## src/rtl/mux_array_gather_if.sv

```systemverilog
// Handshake bundle for the 4:1 array gather: four input streams, selection
// controls and one tagged output stream.
interface mux_array_gather_if #(
    parameter int array_size = 9,
    parameter int data_size  = 8
);
    localparam int W = array_size * data_size;

    logic [W-1:0] d_in_1;
    logic [W-1:0] d_in_2;
    logic [W-1:0] d_in_3;
    logic [W-1:0] d_in_4;
    logic [3:0]   in_valid;
    logic [3:0]   in_ready;
    logic         sel_mode;
    logic [1:0]   sel;
    logic [W-1:0] d_out;
    logic         out_valid;
    logic         out_ready;
    logic [1:0]   out_src;
    logic         out_last;

    modport master (
        output d_in_1, d_in_2, d_in_3, d_in_4, in_valid, sel_mode, sel, out_ready,
        input  in_ready, d_out, out_valid, out_src, out_last
    );

    modport slave (
        input  d_in_1, d_in_2, d_in_3, d_in_4, in_valid, sel_mode, sel, out_ready,
        output in_ready, d_out, out_valid, out_src, out_last
    );
endinterface

```

## src/rtl/mux_array_gather.sv

```systemverilog
// Four-to-one gather of array-wide streams into one registered output, with
// round-robin or fixed selection and grants held for whole bursts.
module mux_array_gather #(
    parameter int array_size = 9,
    parameter int data_size  = 8,
    parameter int BURST_LEN  = 4
) (
    input  logic               clk,
    input  logic               reset,
    mux_array_gather_if.slave  bus
);
    localparam int W  = array_size * data_size;
    localparam int CW = $clog2(BURST_LEN) + 1;

    typedef enum logic [0:0] {
        IDLE   = 1'b0,
        LOCKED = 1'b1
    } state_t;

    state_t        state_q, state_d;
    logic [1:0]    lock_ch_q, lock_ch_d;
    logic [1:0]    rr_ptr_q, rr_ptr_d;
    logic [CW-1:0] beat_cnt_q, beat_cnt_d;
    logic [W-1:0]  d_out_q, d_out_d;
    logic [1:0]    out_src_q, out_src_d;
    logic          out_valid_q, out_valid_d;
    logic          out_last_q, out_last_d;

    logic          load_s;
    logic          grant_vld_s;
    logic [1:0]    grant_s;
    logic [3:0]    in_ready_s;
    logic          xfer_s;
    logic          burst_end_s;
    logic [W-1:0]  grant_data_s;

    assign load_s      = ~out_valid_q | bus.out_ready;
    assign burst_end_s = (beat_cnt_q == CW'(BURST_LEN - 1));
    assign xfer_s      = |(in_ready_s & bus.in_valid);

    // Candidate channel: locked owner, else fixed select, else round-robin after rr_ptr.
    always_comb begin
        logic [1:0] cand;
        grant_vld_s = 1'b0;
        grant_s     = 2'd0;
        cand        = 2'd0;
        if (state_q == LOCKED) begin
            grant_vld_s = 1'b1;
            grant_s     = lock_ch_q;
        end else if (bus.sel_mode) begin
            grant_vld_s = 1'b1;
            grant_s     = bus.sel;
        end else begin
            // Scan from the farthest offset down so the nearest valid channel wins.
            for (int i = 4; i >= 1; i--) begin
                cand        = rr_ptr_q + 2'(i);
                grant_s     = bus.in_valid[cand] ? cand : grant_s;
                grant_vld_s = grant_vld_s | bus.in_valid[cand];
            end
        end
    end

    // Ready is offered to the candidate regardless of its own valid.
    always_comb begin
        in_ready_s = 4'b0000;
        if (grant_vld_s && load_s && !reset) begin
            in_ready_s = 4'b0001 << grant_s;
        end else begin
            in_ready_s = 4'b0000;
        end
    end

    // Data path select for the granted channel.
    always_comb begin
        grant_data_s = {W{1'b0}};
        case (grant_s)
            2'd0:    grant_data_s = bus.d_in_1;
            2'd1:    grant_data_s = bus.d_in_2;
            2'd2:    grant_data_s = bus.d_in_3;
            2'd3:    grant_data_s = bus.d_in_4;
            default: grant_data_s = {W{1'b0}};
        endcase
    end

    // Next-state for output register, burst lock and round-robin pointer.
    always_comb begin
        state_d     = state_q;
        lock_ch_d   = lock_ch_q;
        rr_ptr_d    = rr_ptr_q;
        beat_cnt_d  = beat_cnt_q;
        d_out_d     = d_out_q;
        out_src_d   = out_src_q;
        out_valid_d = out_valid_q;
        out_last_d  = out_last_q;
        if (xfer_s) begin
            d_out_d     = grant_data_s;
            out_src_d   = grant_s;
            out_valid_d = 1'b1;
            out_last_d  = burst_end_s;
            if (burst_end_s) begin
                state_d    = IDLE;
                beat_cnt_d = {CW{1'b0}};
                rr_ptr_d   = grant_s;
            end else begin
                state_d    = LOCKED;
                lock_ch_d  = grant_s;
                beat_cnt_d = beat_cnt_q + CW'(1);
            end
        end else if (load_s) begin
            out_valid_d = 1'b0;
        end else begin
            out_valid_d = out_valid_q;
        end
    end

    // State registers with synchronous reset; rr_ptr=3 gives channel 0 first priority.
    always_ff @(posedge clk) begin
        if (reset) begin
            state_q     <= IDLE;
            lock_ch_q   <= 2'd0;
            rr_ptr_q    <= 2'd3;
            beat_cnt_q  <= {CW{1'b0}};
            d_out_q     <= {W{1'b0}};
            out_src_q   <= 2'd0;
            out_valid_q <= 1'b0;
            out_last_q  <= 1'b0;
        end else begin
            state_q     <= state_d;
            lock_ch_q   <= lock_ch_d;
            rr_ptr_q    <= rr_ptr_d;
            beat_cnt_q  <= beat_cnt_d;
            d_out_q     <= d_out_d;
            out_src_q   <= out_src_d;
            out_valid_q <= out_valid_d;
            out_last_q  <= out_last_d;
        end
    end

    assign bus.in_ready  = in_ready_s;
    assign bus.d_out     = d_out_q;
    assign bus.out_src   = out_src_q;
    assign bus.out_valid = out_valid_q;
    assign bus.out_last  = out_last_q;
endmodule

```

## src/flat_wrapper.sv

```systemverilog
// flat-port wrapper written by rule: the top's interface ports become plain ports
module mux_array_gather_flat 
#(
    parameter int array_size = 9,
    parameter int data_size  = 8,
    parameter int BURST_LEN  = 4
)
  (clk, reset, bus_d_in_1, bus_d_in_2, bus_d_in_3, bus_d_in_4, bus_in_valid, bus_sel_mode, bus_sel, bus_out_ready, bus_in_ready, bus_d_out, bus_out_valid, bus_out_src, bus_out_last);
  mux_array_gather_if #(.array_size(array_size), .data_size(data_size)) bus_i ();
  input  logic clk;
  input  logic reset;
  input wire logic [$bits(bus_i.d_in_1)-1:0] bus_d_in_1;
  input wire logic [$bits(bus_i.d_in_2)-1:0] bus_d_in_2;
  input wire logic [$bits(bus_i.d_in_3)-1:0] bus_d_in_3;
  input wire logic [$bits(bus_i.d_in_4)-1:0] bus_d_in_4;
  input wire logic [$bits(bus_i.in_valid)-1:0] bus_in_valid;
  input wire logic [$bits(bus_i.sel_mode)-1:0] bus_sel_mode;
  input wire logic [$bits(bus_i.sel)-1:0] bus_sel;
  input wire logic [$bits(bus_i.out_ready)-1:0] bus_out_ready;
  output wire logic [$bits(bus_i.in_ready)-1:0] bus_in_ready;
  output wire logic [$bits(bus_i.d_out)-1:0] bus_d_out;
  output wire logic [$bits(bus_i.out_valid)-1:0] bus_out_valid;
  output wire logic [$bits(bus_i.out_src)-1:0] bus_out_src;
  output wire logic [$bits(bus_i.out_last)-1:0] bus_out_last;
  assign bus_i.d_in_1 = bus_d_in_1;
  assign bus_i.d_in_2 = bus_d_in_2;
  assign bus_i.d_in_3 = bus_d_in_3;
  assign bus_i.d_in_4 = bus_d_in_4;
  assign bus_i.in_valid = bus_in_valid;
  assign bus_i.sel_mode = bus_sel_mode;
  assign bus_i.sel = bus_sel;
  assign bus_i.out_ready = bus_out_ready;
  assign bus_in_ready = bus_i.in_ready;
  assign bus_d_out = bus_i.d_out;
  assign bus_out_valid = bus_i.out_valid;
  assign bus_out_src = bus_i.out_src;
  assign bus_out_last = bus_i.out_last;
  mux_array_gather #(.array_size(array_size), .data_size(data_size), .BURST_LEN(BURST_LEN)) u_core (.clk(clk), .reset(reset), .bus(bus_i));
endmodule
```

## config.mk

```make
export PLATFORM = sky130hd
export DESIGN_NAME = mux_array_gather_flat
export DESIGN_NICKNAME = d
export VERILOG_FILES = /design/src/rtl/mux_array_gather_if.sv /design/src/rtl/mux_array_gather.sv /design/src/flat_wrapper.sv
export SDC_FILE = /design/constraint.sdc
export NUM_CORES = 1
export LEC_CHECK = 0
export BUFFER_PORTS_ARGS = -buffer_cell sky130_fd_sc_hd__buf_2
export CORE_AREA = 2 2 148 150
export CTS_BUF_LIST = sky130_fd_sc_hd__clkbuf_4
export DETAILED_ROUTE_END_ITERATION = 8
export DIE_AREA = 0 0 150 152
export PLACE_DENSITY = 0.55
export SLEW_MARGIN = 20
export SYNTH_ARGS = -nofsm -noshare
export SYNTH_HDL_FRONTEND = slang
export SYNTH_SLANG_ARGS = --single-unit
```

## constraint.sdc

```tcl
create_clock -name clk -period 3.15 [get_ports clk]
set_input_delay 0.1575 -clock clk [delete_from_list [all_inputs] [get_ports clk]]
set_output_delay 0.1575 -clock clk [all_outputs]
set_load 0.03 [all_outputs]
```

======== Yosys cells after proc, flatten, opt, wreduce, memory -nomap -nowiden ========
Cells that the tools add are included.
storage, ports and cells
  flip-flop bits (word level) ............. 84
  input bits .............................. 298
operators by class
  add/sub/neg operators ................... 4
  order comparisons ....................... 4
  equality and inequality tests ........... 4
  multiplexer cells ....................... 22
  bitwise operators ....................... 7
  shift-type cells ........................ 1
  reductions and logical operators ........ 8
operator list
  cell                                                                   count
  72-bit one-hot mux with 4 select lines                                 1
  2-bit by 3-bit < comparator with 1-bit output (second input constant)  4
  2-bit two-way mux                                                      6
  1-bit two-way mux                                                      9
  1-bit binary-select mux with 2-bit select                              4
  2-bit adder (second input constant)                                    2
  4-bit AND                                                              1
  2-bit == test (second input constant)                                  2
  4-bit two-way mux                                                      1
  1-bit bitwise OR                                                       4
  2-bit AND reduction                                                    2
  4-bit OR reduction                                                     1
  1-bit by 2-bit left shift with 4-bit output (first input constant)     1
  3-bit by 1-bit adder with 3-bit output (second input constant)         1
  3-bit by 2-bit == test with 1-bit output (second input constant)       1
  3-bit two-way mux                                                      1
  2-bit by 1-bit adder with 2-bit output (second input constant)         1
  2-bit by 1-bit == test with 1-bit output (second input constant)       1
  1-bit logical AND                                                      2
  2-bit logical NOT                                                      1
  1-bit inverter                                                         2
  2-bit nonzero test                                                     1
  1-bit logical NOT                                                      1

======== Logic depth before layout (Yosys ltp) ========
Gate-level depths: netlist of the first run.
  depth after elaboration ................. 14
  depth in mapped cells ................... 9

======== Worst setup path after synthesis of the first run ========
OpenSTA, ideal clock, no wires.
  kind .................................... reg2reg
  start ................................... reg u_core.rr_ptr_q[0]
  end ..................................... reg u_core.state_q
  path buffers ............................ 2
  cell stages (with the launch flop) ...... 10
  arrival time ............................ 2.103 ns
  period minus slack after synthesis ...... 2.231 ns
  slack ................................... 0.919 ns
  cell sequence ........................... dfxtp_1 > inv_2 > o41a_1 > and4_1 > a221o_1 > a22oi_4 > buf_6 > buf_4 > mux2i_1 > nor2_1
between the ends
  word-level cells in the longest chain between the ends .. 13
  elaborated cells between the ends (all ways) .. 28
  classes of those cells .................. add/sub: 3; shift: 1; mux: 17; bitwise: 4; reduce/logical: 3
RTL lines
  element                                    line                                            RTL
  from (decl)                                mux_array_gather.sv:22                          logic [1:0] rr_ptr_q, rr_ptr_d;
  from (signal assigned)                     mux_array_gather.sv:130                         rr_ptr_q <= rr_ptr_d;
  2-bit adder                                mux_array_gather.sv:56                          cand = rr_ptr_q + 2'(i);
  1-bit binary-select mux with 2-bit select  mux_array_gather.sv:57, mux_array_gather.sv:58
  1-bit two-way mux (not written as such)    mux_array_gather.sv:57, mux_array_gather.sv:58
  1-bit bitwise OR (3 in series)             mux_array_gather.sv:58                          grant_vld_s = grant_vld_s | bus.in_valid[cand];
  1-bit two-way mux                          mux_array_gather.sv:50                          end else if (bus.sel_mode) begin
  1-bit two-way mux                          mux_array_gather.sv:47                          if (state_q == LOCKED) begin
  1-bit logical AND (2 in series)            mux_array_gather.sv:66                          if (grant_vld_s && load_s && !reset) begin
  4-bit two-way mux *                        mux_array_gather.sv:66
  4-bit AND *                                mux_array_gather.sv:39                          assign xfer_s = |(in_ready_s & bus.in_valid);
  4-bit OR reduction *                       mux_array_gather.sv:39
  to (signal assigned)                       mux_array_gather.sv:128                         state_q <= state_d;
  to (decl)                                  mux_array_gather.sv:20                          state_t state_q, state_d;
Mark *: on every way between the ends. The rest lies on a longest branch, timed or not. The select of a mux whose other input is x is not followed.
A chain may end at the register's enable or synchronous reset.

======== Final worst setup path of the first run ========
  start ................................... reg u_core.rr_ptr_q[1]
  end ..................................... out bus_in_ready[2]
between the ends
  word-level cells in the longest chain between the ends .. 11
  elaborated cells between the ends (all ways) .. 26
  classes of those cells .................. add/sub: 3; shift: 1; mux: 17; bitwise: 3; reduce/logical: 2
RTL lines
  element                                    line                                            RTL
  2-bit adder                                mux_array_gather.sv:56
  1-bit binary-select mux with 2-bit select  mux_array_gather.sv:57, mux_array_gather.sv:58
  1-bit two-way mux (not written as such)    mux_array_gather.sv:57, mux_array_gather.sv:58
  1-bit bitwise OR (3 in series)             mux_array_gather.sv:58
  1-bit two-way mux                          mux_array_gather.sv:50
  1-bit two-way mux                          mux_array_gather.sv:47
  1-bit logical AND (2 in series)            mux_array_gather.sv:66
  4-bit two-way mux *                        mux_array_gather.sv:66
  to (decl)                                  flat_wrapper.sv:20                              output wire logic [$bits(bus_i.in_ready)-1:0] bus_in_ready;
Marks and branches as above.

==> run summary, run 1 <==
Layout
* 40.6% — area delta synth->final
* 36.6% — post-layout util
* 2305 — number of fillers in the final layout
* 1360 — Final Instance Count excl. Fillers
* 38.5% — fraction of final layout cells with drive strength greater than 1
* 1371 — number of nets at the end of the flow

Detailed routing
* 0 — number of design rule violations left after detail routing
* 4 — drt pass-1 iters
* 5.03 — vias per inst
* 0 — DRT antenna net count
* 16.4 um — WL per Instance
* 22.3 mm — aggregate routed wire length
* 6839 — via total after detailed routing
* 320 — drt initial violations

Global route
* 33.6 mm — global-route wire length before repair
* 3 — initial antenna violation count
* 6437 — vias in the first global route
* 95 — largest net degree at the start of global routing
* 0 — total congestion overflow after global routing
* 18.5% — aggregate global-route resource usage

Clock network
* 1 — hold buffer count at CTS
* sky130_fd_sc_hd__clkbuf_4 — Clk Tree Root Cell
* 0.15 ns — clock edge transition at the registers on the reported setup and hold paths
* 0 — post-cts repair resize count
* 0 — post-CTS setup buffer count
* 2 — clock tree buffer depth
* 0.47 ns — clock insertion delay at the later pin of the skew report
* 84 — number of clock sinks
* built — TritonCTS clock tree
* 3 — H-tree depth
* 9 — CTS buffer count

STA
* 0 — setup violators final
* 0.517 ns — crit path setup slack, layout
* no — unrepaired setup endpoints after global routing
* 0.380 GHz — maximum frequency from static timing analysis
* 83.6% — ratio of final minimum period to clock period
* 0 ns — accumulated negative setup slack
* 0 — max-slew violation total from the final report
* 0 — final hold violation count
* 0.991 ns — Worst Max-Slew Pin Slew
* 0.0275 ns — Layout Skew
* 2.63 ns — min cycle time layout
* 33.9% — worst-case headroom to the max-slew limit

Critical path
* 2.48 ns — arrival time at the worst endpoint
* primary output — critical path capture point type
* flip-flop to primary output — Setup Crit Path Kind
* flip-flop — kind of launch point of the worst setup path
* 51 — Max Fanout on Critical Path
* 2.99 ns — critical path data required time

Floorplanning
* 54 — Cell Rows
* 0.0214 mm2 — Placeable Area
* 26.1% — Initial Utilization
* 0.0228 mm2 — Die Footprint
* 150 um — Horiz. Die Dim
* 152 um — Die H
* 378 — Ports

Logic synthesis
* 0.00557 mm2 — Post-Synthesis Cell Area
* 43 — number of distinct standard cells referenced by the synthesized netlist
* 84 — #FFs+latches synth
* 751 — Cells after Synth
* sky130_fd_sc_hd__dfxtp_1 — flip-flop cell with the highest count after synthesis
* 222 x sky130_fd_sc_hd__nand2_1, 84 x sky130_fd_sc_hd__dfxtp_1, 81 x sky130_fd_sc_hd__a21oi_1 — top cells by count, synth
* sky130_fd_sc_hd__nand2_1 — library cell with the highest instance count after synthesis
* 0 — number of enable flip-flop cells after synthesis
* 7.41 um2 — mean post-synth cell area
* 30.2% — post-synth top area share
* 1050 — number of nets in the synthesized netlist
* 0% — ys async rst share
* 30.2% — sequential-to-total area share from yosys stat
* sky130_fd_sc_hd__dfxtp_1 — cell type contributing the most total cell area after synthesis
* 0 — count of yosys warnings during synthesis
* sky130_fd_sc_hd__dfxtp_1 30%, sky130_fd_sc_hd__nand2_1 15%, sky130_fd_sc_hd__a311o_1 13% — cell types occupying the most area after synthesis

Place
* 15.8 mm — placed wire-length estimate
* 0.833 — final weighted congestion in routability-driven placement
* 1340 — Placed Instances
* 0.552 ns — dpl ws
* 377 — # port buffers

Worst hold path
* input port to flip-flop — Min-Delay Path Class

Power and ir drop
* 0.285 mV — worst IR drop on VDD
* 558 mW/mm2 — pwr dens
* 3.50 nW — leakage power figure

Job
* 0 — max-cap check violation count

Run status
* complete, no violations — status

per-layer routing:
layer  routed length [um]  share of wire (%)  vias up  global-route usage, %
li1                     -                  -     3409                      -
met3                 1970                8.9       16                   5.05
met2                10900                 49      281                   32.2
met4                  283                1.3        0                   4.90
met1                 9100                 41     3133                   22.2
met5                    0                  0        -                      0
area by class of cell:
cell class	count	area, um2	share of cell area (%)
antenna	4	10.0	0.128
clock buffer	10	75.1	0.960
clock inverter	5	77.6	0.992
inverter	5	18.8	0.240
multi-input combinational	582	3520	45.0
sequential	84	1680	21.5
tap	280	350	4.48
timing repair buffer	390	2090	26.7
registers in the layout, summed over array words and instances, names as in the netlist:
name / flops
u_core.bus.d_out: 72
u_core.beat_cnt_q: 3
u_core.bus.out_src: 2
u_core.lock_ch_q: 2
u_core.rr_ptr_q: 2
u_core.bus.out_last: 1
u_core.bus.out_valid: 1
u_core.state_q: 1
critical path: stages, from the launching register on:
cell	delay, ns
sky130_fd_sc_hd__dfxtp_1	0.47
sky130_fd_sc_hd__nor2_1	0.09
sky130_fd_sc_hd__a211o_1	0.35
sky130_fd_sc_hd__o21a_1	0.26
sky130_fd_sc_hd__nor2_4	0.18
sky130_fd_sc_hd__buf_12	0.25
sky130_fd_sc_hd__nand2_1	0.10
sky130_fd_sc_hd__nor2_1	0.09
sky130_fd_sc_hd__buf_2	0.20
through the flow:
step,power (mW),hold slack [ns],instance area [um2]
floorplan,2.93,0.307,5570
global placement,3.69,0.439,7650
detailed placement,3.70,0.443,7650
CTS,4.45,0.00475,7810
global route,4.69,0.00853,7820
finish,4.37,0.0607,7820
kinds of logic after synthesis:
kind of cell,Yosys count,share of synthesized area (%)
mux,3,0.540
buf+inv,85,7.19
fa+ha+maj,1,0.225
simple gates,260,18.9
compound gates,318,42.9
flops,84,30.2
power by group:
| group | total (mW) | internal [mW] | switching, mW | leakage (nW) |
|---|---|---|---|---|
| sequential | 1.33 | 1.24 | 0.0963 | 0.685 |
| combinational | 2.31 | 0.802 | 1.51 | 2.73 |
| clock | 0.725 | 0.324 | 0.401 | 0.0823 |
path summary, 6_finish.rpt:
path,slack (ns),startpoint,cells after the start,to
max,0.52,u_core.rr_ptr_q[1],8,bus_in_ready[2]
min,0.06,bus_d_in_4[47],4,u_core.bus.d_out[47]
min reg2reg,0.46,u_core.bus.d_out[50],2,u_core.bus.d_out[50]
max reg2reg,0.55,u_core.rr_ptr_q[0],8,u_core.bus.d_out[42]
cells in the final DEF, fill, tap and decap left out, drive strengths merged, types with 2 or more instances in the layout:
| cell | Yosys | routed |
|---|---|---|
| a211o | 2 | 2 |
| mux2i | 3 | 3 |
| clkbuf | 56 | 10 |
| bufinv | 0 | 2 |
| a311o | 73 | 73 |
| a21boi | 73 | 73 |
| nand2 | 222 | 222 |
| nor2 | 15 | 15 |
| inv | 5 | 5 |
| nor3b | 2 | 2 |
| a211oi | 73 | 73 |
| dfxtp | 84 | 84 |
| a21oi | 81 | 81 |
| buf | 24 | 389 |
| nand3 | 3 | 3 |
| or3 | 2 | 2 |
| diode | 0 | 4 |
| nor3 | 2 | 2 |
| nor2b | 4 | 4 |
| clkinv | 0 | 2 |
| nand2b | 5 | 5 |
| a311oi | 2 | 2 |
| o21ai | 5 | 5 |
(Power assumes the default switching activity.)
==> run 2, diff against run 1 <==
Settings changed: CORE_AREA 2 2 148 150 to 2 2 146 148, DIE_AREA 0 0 150 152 to 0 0 148 150, PLACE_DENSITY 0.55 to 0.58.
Clock period 3.15 ns to 2.3 ns, I/O delays scaled along.
==> run 2 against run 1 <==
Compared with the run above: clock-buffer cell count fell by 1; hold slack got worse by 0.0060 ns; sequential power rose by 38%; via count rose by 14%; clock skew fell by 0.0035 ns; cell count rose by 12%; the run now ends with setup timing left; global-route usage rose by 3.8 points; die area fell by 2.6%; core utilization rose by 11 points; routed wire length rose by 22%; register-to-register slack got worse by 0.66 ns.
==> run summary, run 2 (same netlist as run 1, synthesis figures left out) <==
Layout
* 0.00985 mm2 — post-route design area, was 0.00782 mm2
* 1536 — number of nets at the end of the flow, was 1371
* 2059 — number of fillers in the final layout, was 2305
* 77.0% — area delta synth->final, was 40.6%
* 1518 — Final Instance Count excl. Fillers, was 1360
* 373 x sky130_fd_sc_hd__buf_2, 214 x sky130_fd_sc_hd__nand2_1, 81 x sky130_fd_sc_hd__dfxtp_1, 75 x sky130_fd_sc_hd__a21oi_1 — most frequent cells in the layout, was 376 x sky130_fd_sc_hd__buf_2, 221 x sky130_fd_sc_hd__nand2_1, 84 x sky130_fd_sc_hd__dfxtp_1, 81 x sky130_fd_sc_hd__a21oi_1
* 0.00169 mm2 — Seq. cell area, was 0.00168 mm2
* 47.6% — post-layout util, was 36.6%
* 44.3% — fraction of final layout cells with drive strength greater than 1, was 38.5%
* 0.00364 mm2 — area of the multi-input gates, was 0.00352 mm2
* sky130_fd_sc_hd__buf_2 — commonest non-fill, non-tap cell in the layout, unchanged
* 72 — flip-flop count of the largest register, all copies and words added, unchanged

Detailed routing
* 7789 — via total after detailed routing, was 6839
* 371 — drt initial violations, was 320
* 0 — number of design rule violations left after detail routing, unchanged
* 5 — drt pass-1 iters, was 4
* 5.13 — vias per inst, was 5.03
* 18.0 um — WL per Instance, was 16.4 um
* 27.3 mm — aggregate routed wire length, was 22.3 mm
* 0 — DRT antenna net count, unchanged

Clock network
* 0.16 ns — clock edge transition at the registers on the reported setup and hold paths, was 0.15 ns
* 3 — H-tree depth, unchanged
* built — TritonCTS clock tree, unchanged
* 9 — CTS buffer count, unchanged
* 2 — clock tree buffer depth, unchanged
* sky130_fd_sc_hd__clkbuf_4 — Clk Tree Root Cell, unchanged
* 84 — number of clock sinks, unchanged
* 0.45 ns — clock insertion delay at the later pin of the skew report, was 0.47 ns

Run status
* finished, violations left — status, was complete, no violations
* setup timing — failing checks

Floorplanning
* 378 — Ports, unchanged
* 148 um — Horiz. Die Dim, was 150 um
* 26.9% — Initial Utilization, was 26.1%
* 150 um — Die H, was 152 um
* 0.0222 mm2 — Die Footprint, was 0.0228 mm2
* 0.0207 mm2 — Placeable Area, was 0.0214 mm2
* 53 — Cell Rows, was 54

Critical path
* flip-flop — kind of launch point of the worst setup path, unchanged
* 2.66 ns — critical path data required time, was 2.99 ns
* flip-flop — critical path capture point type, was primary output
* 2.78 ns — arrival time at the worst endpoint, was 2.48 ns
* 8 — Max Fanout on Critical Path, was 51
* u_core.rr_ptr_q[1] — startpoint of the most critical register-to-register path, was u_core.rr_ptr_q[0]
* u_core.rr_ptr_q[1] — launching element of the worst setup path, unchanged
* flip-flop to flip-flop — Setup Crit Path Kind, was flip-flop to primary output
* u_core.bus.d_out[34] — destination of the worst register-to-register timing path, was u_core.bus.d_out[42]
* 12 — worst reg-to-reg path cell count, was 8
* -0.11 ns — worst setup slack for register-to-register paths, was 0.55 ns

Place
* 0.00824 mm2 — Cell Area, Placed, was 0.00765 mm2
* 377 — # port buffers, unchanged
* 17.2 mm — placed wire-length estimate, was 15.8 mm
* 0.841 — final weighted congestion in routability-driven placement, was 0.833
* -0.0824 ns — dpl ws, was 0.552 ns
* 1400 — Placed Instances, was 1340

STA
* 105% — ratio of final minimum period to clock period
* 0.0546 ns — final-layout worst hold slack, was 0.0607 ns
* -0.115 ns — crit path setup slack, layout, was 0.517 ns
* 0.0239 ns — Layout Skew, was 0.0275 ns
* 72 — setup violators final, was 0
* 32.4% — worst-case headroom to the max-slew limit, was 33.9%
* 0 — max-slew violation total from the final report, unchanged
* yes — unrepaired setup endpoints after global routing, was no
* -3.65 ns — accumulated negative setup slack, was 0 ns
* 0 — final hold violation count, unchanged
* 2.41 ns — min cycle time layout
* 1.01 ns — Worst Max-Slew Pin Slew, was 0.991 ns
* 0.414 GHz — maximum frequency from static timing analysis

Worst hold path
* u_core.bus.d_out[7] — capture endpoint of the worst hold path, was u_core.bus.d_out[47]
* input port to flip-flop — Min-Delay Path Class, unchanged
* 4 — number of cells on the worst hold path, unchanged
* bus_d_in_2[7] — hold path startpoint, was bus_d_in_4[47]

Global route
* 39.1 mm — global-route wire length before repair, was 33.6 mm
* 1 — initial antenna violation count, was 3
* 7471 — vias in the first global route, was 6437
* 86 — largest net degree at the start of global routing, was 95
* 22.3% — aggregate global-route resource usage, was 18.5%
* 0 — total congestion overflow after global routing, unchanged

Power and ir drop
* 743 mW/mm2 — pwr dens, was 558 mW/mm2
* 0.337 mV — worst IR drop on VDD, was 0.285 mV
* 4.54 nW — leakage power figure, was 3.50 nW
* 7.32 mW — overall power of the completed layout, was 4.37 mW

Job
* 0 — max-cap check violation count, unchanged

-- run 2: cell types whose count changed in the layout (fill, tap and decap cells not counted), sizes merged --
cell,change
dlygate4sd3,+55
clkbuf,+5
bufbuf,+5
bufinv,-1
diode,-3
clkinv,+3
buf,+99
-- run 2: how the worst max path moves through the flow --
stage	to	cells after the start	slack (ns)
after floorplan	u_core.state_q	9	0.07
final	u_core.bus.d_out[34]	12	-0.11
after detailed placement	u_core.bus.d_out[41]	10	-0.08
after CTS	u_core.bus.d_out[41]	11	-0.05
after global routing	u_core.bus.d_out[34]	12	-0.22
after global placement	u_core.bus.d_out[34]	10	-0.05
-- run 2: where the power goes --
part	switching [mW]	internal [mW]
registers	0.142	1.70
logic	2.45	2.13
clock network	0.577	0.327
-- run 2: metal layers --
metal / up-vias / wire length (um) / global-route usage [%] / share of wire, %
met1: 3570 / 10700 / 26.5 / 39
li1: 3746 / - / - / -
met3: 45 / 2160 / 3.99 / 7.9
met4: 0 / 692 / 8.67 / 2.5
met5: - / 0 / 0 / 0
met2: 428 / 13700 / 39.9 / 50
-- run 2: what timing repair did --
item | 4_1_cts | 5_1_grt
endpoints found under the hold margin | 36 | 0
hold buffers | 56 | 0
pin swaps | 24 | 62
gates cloned | 8 | 6
buffers inserted | 25 | 8
endpoints found under the setup margin | 72 | 84
gates resized for setup | 28 | 48
-- run 2: critical path, stage by stage, from the launching register on --
cell                      delay (ns)
sky130_fd_sc_hd__dfxtp_2        0.37
sky130_fd_sc_hd__buf_6          0.11
sky130_fd_sc_hd__and3b_1        0.18
sky130_fd_sc_hd__o21ai_2        0.23
sky130_fd_sc_hd__nand3_2        0.11
sky130_fd_sc_hd__a221o_1        0.39
sky130_fd_sc_hd__a22oi_4        0.21
sky130_fd_sc_hd__buf_12         0.17
sky130_fd_sc_hd__buf_12         0.14
sky130_fd_sc_hd__buf_12         0.12
sky130_fd_sc_hd__buf_12         0.12
sky130_fd_sc_hd__nand2_1        0.07
sky130_fd_sc_hd__a21oi_2        0.12
-- run 2: layout make-up --
type                            count  area share, %
Multi-Input combinational cell    582           36.9
Clock buffer                        9          0.686
Tap cell                          275           3.49
Antenna cell                        1         0.0254
Clock inverter                      7          0.686
Inverter                            5          0.191
Timing Repair Buffer              555           40.9
Sequential cell                    84           17.1
